--- src/rtl/noise_iir_mc_pkg.sv ---
// noise_iir_pkg: shared widths, defaults and FSM encoding for the multichannel noise IIR.
package noise_iir_pkg;
    localparam int BW_W = 5;
    localparam int DSZ_DEF = 18;
    localparam int Q_DEF = 31;
    typedef enum logic {IDLE, RUN} state_t;
endpackage

--- src/rtl/noise_iir_mc_sat.sv ---
// sat: two's-complement saturation from isz bits down to osz bits.
module sat #(
    parameter int isz = 32,
    parameter int osz = 16
) (
    input  logic [isz-1:0] din,
    output logic [osz-1:0] dout
);
    logic ovf;
    always_comb begin
        ovf = din[isz-1:osz-1] != {(isz-osz+1){din[isz-1]}};
        dout = ovf ? {din[isz-1], {(osz-1){~din[isz-1]}}} : din[osz-1:0];
    end
endmodule

--- src/rtl/noise_iir_mc.sv ---
// noise_iir_mc: time-multiplexed first-order leaky-integrator IIR over NCH channels, one channel per cycle.
module noise_iir_mc
    import noise_iir_pkg::*;
#(
    parameter int DSZ = DSZ_DEF,
    parameter int Q = Q_DEF,
    parameter int NCH = 4
) (
    input  logic                 clk,
    input  logic                 rst_n,
    input  logic                 sample_stb,
    input  logic [NCH*DSZ-1:0]   in,
    input  logic [NCH*BW_W-1:0]  bw,
    input  logic [NCH-1:0]       clr,
    output logic [NCH*DSZ-1:0]   out,
    output logic                 out_valid,
    output logic                 busy,
    output logic                 overrun
);
    localparam int ISZ = DSZ + Q;
    localparam int CW = NCH > 1 ? $clog2(NCH) : 1;
    state_t state;
    logic [CW-1:0] ch;
    logic [NCH*DSZ-1:0] in_r;
    logic [NCH*BW_W-1:0] bw_r;
    logic [NCH-1:0] clr_r;
    logic signed [ISZ-1:0] acc [NCH];
    logic signed [DSZ-1:0] shadow [NCH];
    logic [NCH*DSZ-1:0] frame;
    logic [BW_W-1:0] bw_k;
    logic [7:0] coef;
    logic signed [DSZ-1:0] in_k, y;
    logic signed [ISZ-1:0] acc_k, fb, sum_sat, acc_nx, y_wide;
    logic signed [ISZ:0] sum;
    always_comb begin
        bw_k = bw_r[int'(ch)*BW_W +: BW_W];
        in_k = in_r[int'(ch)*DSZ +: DSZ];
        coef = (int'(bw_k) <= Q) ? 8'(Q - int'(bw_k)) : 8'd0;
        acc_k = acc[ch];
        fb = acc_k >>> coef;
        sum = {{(Q+1){in_k[DSZ-1]}}, in_k} + {acc_k[ISZ-1], acc_k} - {fb[ISZ-1], fb};
        acc_nx = clr_r[ch] ? '0 : sum_sat;
        y_wide = acc_nx >>> coef;
    end
    sat #(.isz(ISZ+1), .osz(ISZ)) u_sat_acc (.din(sum), .dout(sum_sat));
    sat #(.isz(ISZ), .osz(DSZ)) u_sat_out (.din(y_wide), .dout(y));
    // Last channel's result bypasses the shadow so the whole frame lands on out in one edge.
    always_comb begin
        frame = '0;
        for (int k = 0; k < NCH; k++)
            frame[k*DSZ +: DSZ] = (k == int'(ch)) ? y : shadow[k];
    end
    always_ff @(posedge clk or negedge rst_n) begin
        if (!rst_n) begin
            state <= IDLE;
            ch <= '0;
            in_r <= '0;
            bw_r <= '0;
            clr_r <= '0;
            out <= '0;
            out_valid <= 1'b0;
            busy <= 1'b0;
            overrun <= 1'b0;
            for (int k = 0; k < NCH; k++) begin
                acc[k] <= '0;
                shadow[k] <= '0;
            end
        end else begin
            out_valid <= 1'b0;
            if (sample_stb && busy)
                overrun <= 1'b1;
            if (state == IDLE) begin
                if (sample_stb) begin
                    in_r <= in;
                    bw_r <= bw;
                    clr_r <= clr;
                    ch <= '0;
                    busy <= 1'b1;
                    state <= RUN;
                end
            end else begin
                acc[ch] <= acc_nx;
                shadow[ch] <= y;
                if (ch == CW'(NCH-1)) begin
                    out <= frame;
                    out_valid <= 1'b1;
                    busy <= 1'b0;
                    state <= IDLE;
                end else begin
                    ch <= ch + 1'b1;
                end
            end
        end
    end
endmodule

--- config.mk ---
export PLATFORM = sky130hd
export DESIGN_NAME = noise_iir_mc
export DESIGN_NICKNAME = d
export VERILOG_FILES = /design/src/rtl/noise_iir_mc_pkg.sv /design/src/rtl/noise_iir_mc_sat.sv /design/src/rtl/noise_iir_mc.sv
export SDC_FILE = /design/constraint.sdc
export NUM_CORES = 1
export LEC_CHECK = 0
export CORE_ASPECT_RATIO = 0.9
export CORE_UTILIZATION = 50
export DETAILED_ROUTE_END_ITERATION = 8
export PLACE_DENSITY = 0.76
export SYNTH_ARGS = -nofsm -noshare
export SYNTH_HDL_FRONTEND = slang
export SYNTH_SLANG_ARGS = --single-unit
--- constraint.sdc ---
create_clock -name clk -period 12.3 [get_ports clk]
set_input_delay 2.46 -clock clk [delete_from_list [all_inputs] [get_ports clk]]
set_output_delay 2.46 -clock clk [all_outputs]
set_load 0.05 [all_outputs]
==> results.tsv, run 1 <==
stage	metric	value	unit
sta	tns	0	ns
clock_tree	cts.sink_count	424	
cells_and_area	drive_above_1_share	11.9	%
clock_tree	clk_latency	0.62	ns
logic_synthesis	yosysSeqAreaShare	34.8	%
floorplanning	die_area	62000	um2
logic_synthesis	async_flop_share	100	%
routing	final_antenna_net_count	0	
placement	io_buffers	173	
clock_tree	clock-root-buffer	clkbuf_16	
grt	grt_usage	36.0	%
clock_tree	cts_resized	0	
floorplanning	die_w	262	um
cells_and_area	area.growth.synth_to_final	12.4	%
placement	gp_congestion	1.06	
logic_synthesis	synth_area_leader_cell	dfrtp_1	
clock_tree	htreeDepth	2	
logic_synthesis	yosys-top-cells-area	dfrtp_1, nand2_1, o21ai_0, mux4_2, mux2_2	
logic_synthesis	syn_inst	3574	
grt	overflow	0	
worst_hold_path	hold_depth	1	
logic_synthesis	syn-num-nets	3779	
logic_synthesis	synth_commonest_cells	nand2_1, dfrtp_1, o21ai_0	
setup_path	startpoint_type	flip-flop	
floorplanning	fp.dieH	236	um
setup_path	arrival	12.23	ns
sta	fmax	85.3	MHz
routing	initialDrtViolationCount	3672	
sta	worst_pin_slew	1.18	ns
setup_path	crit_cells	42	
routing	via_per_inst	6.55	
sta	min_period	11.72	ns
grt	grt_pass1_vias	27800	
floorplanning	start_util	50.8	%
logic_synthesis	synth_top_area_share	34.8	%
routing	avgRoutedWirePerCell	25.5	um
setup_path	cpMostUsedCell	nand2_1	
sta	finalSetupViolations	0	
logic_synthesis	synthesis.area	30500	um2
logic_synthesis	synth.most_common_cell	nand2_1	
logic_synthesis	synth_edf_count	0	
cells_and_area	n_antenna_cell	0	
grt	antenna_found_initial	3	
setup_path	critPathMaxStageDelay	0.63	ns
setup_path	endpoint_kind	flip-flop	
setup_path	cp.required	12.81	ns
setup_path	slowest_stage	dfrtp_4	
clock_tree	clockBufferDepth	3	
sta	rsz0062_at_grt	false	
status	outcome	finished, final reports clean	
cells_and_area	nFillCells	5371	
clock_tree	cts_tree	built	
cells_and_area	final_nets	3792	
setup_path	cp_num_buf_inv	6	
logic_synthesis	ys.flop_type	dfrtp_1	
sta	finalMaxSlewViolations	0	
routing	drt_first_pass_iters	6	
clock_tree	cts_setup_buffers	0	
logic_synthesis	avgSynthCellArea	8.54	um2
setup_path	crit_fanout	70	
grt	grt_max_degree	187	
worst_hold_path	hp-class	flip-flop to flip-flop	
clock_tree	numCtsBuffers	44	
sta	clock_skew	0.0509	ns
routing	finalWirelength	112000	um
sta	slew-limit-headroom	20.6	%
grt	grt_pass1_wl	172000	um
routing	drcViolationCount	0	
floorplanning	core_area	60100	um2
floorplanning	rows	85	
placement	hpwlAfterDp	83400	um
logic_synthesis	ys_warn_count	0	
setup_path	path_delay_family	compound AO/OA/AOI/OAI gates	
floorplanning	io_pins	174	
clock_tree	clkTransAtPathRegs	0.07	ns
setup_path	reg2reg_depth	42	
routing	num_vias	28800	
sta	finalCritPeriodShare	95.3	%
clock_tree	cts_hold_buf	0	
logic_synthesis	ys_seq_elements	424	
run	max-cap-violations	0	
sta	hold_violations	0	
setup_path	crit_type	flip-flop to flip-flop	
logic_synthesis	synthDistinctLibCells	104	
[placed cells by master, fill, tap and decap left out, types with 11 or more instances in the layout]
master / n
a211o_1: 14
a211oi_1: 35
a21o_1: 20
a21oi_1: 190
a221oi_1: 12
a31oi_1: 51
a31oi_2: 17
and2_1: 20
and3_1: 15
and4_1: 18
buf_4: 79
clkbuf_16: 44
clkdlybuf4s50_1: 172
dfrtp_1: 422
fa_1: 48
ha_1: 57
inv_1: 182
mux2_2: 111
mux2i_1: 81
mux4_2: 68
nand2_1: 645
nand2b_1: 14
nand3_1: 49
nand4_1: 43
nor2_1: 249
nor3_1: 47
nor3b_1: 31
nor4_1: 13
o2111ai_1: 11
o211ai_1: 61
o21a_1: 18
o21ai_0: 366
o21ai_1: 16
o221ai_1: 12
o31ai_1: 80
or3_1: 36
xnor2_1: 19
[cells by family after synthesis]
family | count (synthesis) | share of synthesized area (%)
muxes | 262 | 11.9
AOI/OAI and AO/OA | 1041 | 22.0
DFF | 424 | 34.8
adders and majority gates | 106 | 5.53
xor gates and xnor gates | 29 | 0.919
buffers and inverters | 476 | 6.47
and+or+nand+nor | 1236 | 18.5
[sequential cells by signal (all words and copies together) (netlist names)]
| signal | flops |
|---|---|
| acc | 196 |
| busy | 1 |
| shadow | 54 |
| in_r | 72 |
| ch | 2 |
| out_valid | 1 |
| state | 1 |
| clr_r | 4 |
| overrun | 1 |
| out | 72 |
| bw_r | 20 |
[per-layer routing]
metal,vias up,routed length [um],track usage [%],share of wire (%)
met4,4,5560,16.0,5.0
met5,-,27,0,0.024
met2,1603,48100,53.6,43
met1,14100,47400,51.2,42
met3,289,11000,6.69,9.8
li1,12800,-,-,-
[worst paths after layout]
kind,startpoint,to,slack (ns)
min in group asynchronous,rst_n,shadow[56],1.92
max in group asynchronous,rst_n,acc[20],8.03
setup reg to reg,ch[1],out[39],0.58
setup / recovery,ch[1],out[39],0.58
hold reg to reg,overrun,overrun,0.46
hold / removal,overrun,overrun,0.46
[through the flow]
stage / util, % / instance area [um2] / worst slack [ns] / hold slack (ns) / instances
after floorplan: - / 30500 / 1.66 / 0.440 / 3574
after global placement: 54.6 / 32800 / 0.901 / 0.437 / 4323
after detailed placement: 54.6 / 32800 / 0.858 / 0.450 / 4323
after CTS: 57.0 / 34300 / 0.824 / 0.463 / 4400
after global routing: 57.1 / 34300 / 0.0888 / 0.482 / 4401
final: 57.1 / 34300 / 0.580 / 0.455 / 4401
[area by class of cell]
| type | count | area [um2] | share of cell area [%] |
|---|---|---|---|
| tap | 783 | 980 | 2.86 |
| inverter | 185 | 697 | 2.03 |
| timing repair buffer | 257 | 2430 | 7.09 |
| multi-input combinational | 2675 | 18100 | 52.8 |
| clock inverter | 20 | 282 | 0.821 |
| clock buffer | 57 | 1190 | 3.47 |
| sequential | 424 | 10600 | 31.0 |
Power of run 1 is left out: the tool's default activity adds up to more than one toggle a clock period on the data nets, which glitch-free logic cannot reach.
==> run 2: changes to the inputs <==
--- a/config.mk
+++ b/config.mk
@@ -5,7 +5,8 @@
 export SDC_FILE = /design/constraint.sdc
 export NUM_CORES = 1
 export LEC_CHECK = 0
-export CORE_ASPECT_RATIO = 0.9
+export CORE_ASPECT_RATIO = 0.5
+export CORE_MARGIN = 1.5
 export CORE_UTILIZATION = 50
 export DETAILED_ROUTE_END_ITERATION = 8
 export PLACE_DENSITY = 0.76
==> run 2 against run 1 <==
Against the previous run: worst setup slack got worse by 0.20 ns; clock skew decreased by 0.011 ns; die area up 0.95%; register-to-register slack lost 0.20 ns; worst hold slack improved by 0.015 ns; via count increased by 3.9%; final area increased by 2.6%; first-iteration DRC count increased by 14%; maximum frequency shrank 1.7%; critical endpoint is now shadow[21]; highest routed layer unchanged.
==> results.tsv, run 2 (synthesized netlist as in run 1, its figures left out) <==
stage	metric	value	unit
routing	drcViolationCount	0	
worst_hold_path	hold_depth	1	
clock_tree	cts_resized	0	
floorplanning	core_area	59700	um2
clock_tree	clkTransAtPathRegs	0.07	ns
sta	worst_pin_slew	1.35	ns
cells_and_area	layout_common_cells	nand2_1, dfrtp_1, o21ai_0	
clock_tree	numCtsBuffers	39	
setup_path	startpoint_type	flip-flop	
grt	antenna_found_initial	2	
setup_path	crit_type	flip-flop to flip-flop	
setup_path	slowest_stage	a311oi_1	
grt	grt_usage	39.0	%
sta	min_period	11.92	ns
routing	initialDrtViolationCount	4175	
floorplanning	die_w	352	um
clock_tree	clockBufferDepth	3	
placement	gp_congestion	1.07	
setup_path	endpoint_kind	flip-flop	
sta	rsz0062_at_grt	false	
floorplanning	io_pins	174	
routing	drt_first_pass_iters	5	
setup_path	crit_fanout	23	
clock_tree	htreeDepth	2	
clock_tree	clk_latency	0.61	ns
cells_and_area	utilization	58.9	%
sta	finalSetupViolations	0	
cells_and_area	reg.largest.list	acc x196, in_r x72, out x72	
sta	finalCritPeriodShare	96.9	%
cells_and_area	drive_above_1_share	14.7	%
cells_and_area	area.growth.synth_to_final	15.3	%
sta	fmax	83.9	MHz
worst_hold_path	hp-class	flip-flop to flip-flop	
floorplanning	rows	63	
routing	final_antenna_net_count	0	
sta	tns	0	ns
floorplanning	start_util	51.1	%
grt	overflow	0	
routing	avgRoutedWirePerCell	27.3	um
sta	slew-limit-headroom	9.33	%
grt	grt_pass1_wl	183000	um
routing	finalWirelength	124000	um
setup_path	critPathMaxStageDelay	0.77	ns
placement	io_buffers	173	
clock_tree	cts.sink_count	424	
cells_and_area	top_register	acc	
sta	hold_violations	0	
status	outcome	finished, final reports clean	
floorplanning	fp.dieH	178	um
cells_and_area	final_common_cell	nand2_1	
sta	clock_skew	0.0399	ns
routing	num_vias	30000	
setup_path	cp.required	12.76	ns
placement	hpwlAfterDp	94400	um
setup_path	reg2reg_depth	39	
clock_tree	cts_tree	built	
grt	grt_pass1_vias	27900	
routing	via_per_inst	6.59	
sta	finalMaxSlewViolations	0	
cells_and_area	final_nets	3914	
setup_path	arrival	12.38	ns
clock_tree	clock-root-buffer	clkbuf_16	
floorplanning	die_area	62600	um2
run	max-cap-violations	0	
grt	grt_max_degree	163	
cells_and_area	largest_reg_flops	196	
[run 2: metal layers]
metal | share of wire [%] | track usage [%] | vias to the layer above
li1 | - | - | 13100
met1 | 44 | 58.6 | 15000
met2 | 40 | 54.1 | 1736
met3 | 13 | 12.2 | 200
met4 | 2.5 | 9.00 | 2
met5 | 0.0072 | 0 | -
[run 2: worst max-delay path: cells and delay by family (launching register included)]
kind                       cells  cell delay, ns
xor gates and xnor gates       1            0.21
and+or+nand+nor               12            2.86
adders and majority gates      3            1.49
AOI/OAI and AO/OA             12            3.38
muxes                          4            1.66
buffers and inverters          7            1.48
DFF                            1            0.71
[run 2: final cells by class]
type | count | area (um2)
multi-input combinational | 2675 | 18100
antenna | 1 | 2.50
timing repair buffer | 384 | 3470
clock inverter | 12 | 153
fill | 5402 | 24600
inverter | 185 | 697
tap | 812 | 1020
sequential | 424 | 10600
clock buffer | 56 | 1120
[run 2: repair_timing]
action	4_1_cts	5_1_grt
buffers inserted	0	0
setup endpoints to repair	0	1
hold buffers	0	0
[run 2: path summary, 6_finish.rpt]
| kind | startpoint | end | slack (ns) |
|---|---|---|---|
| setup / recovery | ch[0] | shadow[21] | 0.38 |
| hold reg to reg | overrun | overrun | 0.47 |
| min in group asynchronous | rst_n | in_r[30] | 1.87 |
| setup reg to reg | ch[0] | shadow[21] | 0.38 |
| max in group asynchronous | rst_n | ch[1] | 8.05 |
| hold / removal | overrun | overrun | 0.47 |
[run 2: through the flow]
stage	worst slack, ns	hold slack (ns)	std cells	area [um2]
2_1_floorplan	1.66	0.440	3574	30500
3_3_place_gp	1.05	0.441	4479	33900
3_5_place_dp	1.11	0.456	4479	33900
4_1_cts	0.980	0.474	4547	35200
5_1_grt	0.199	0.483	4548	35200
6_report	0.381	0.470	4549	35200
Power of run 2 is left out for the same reason.
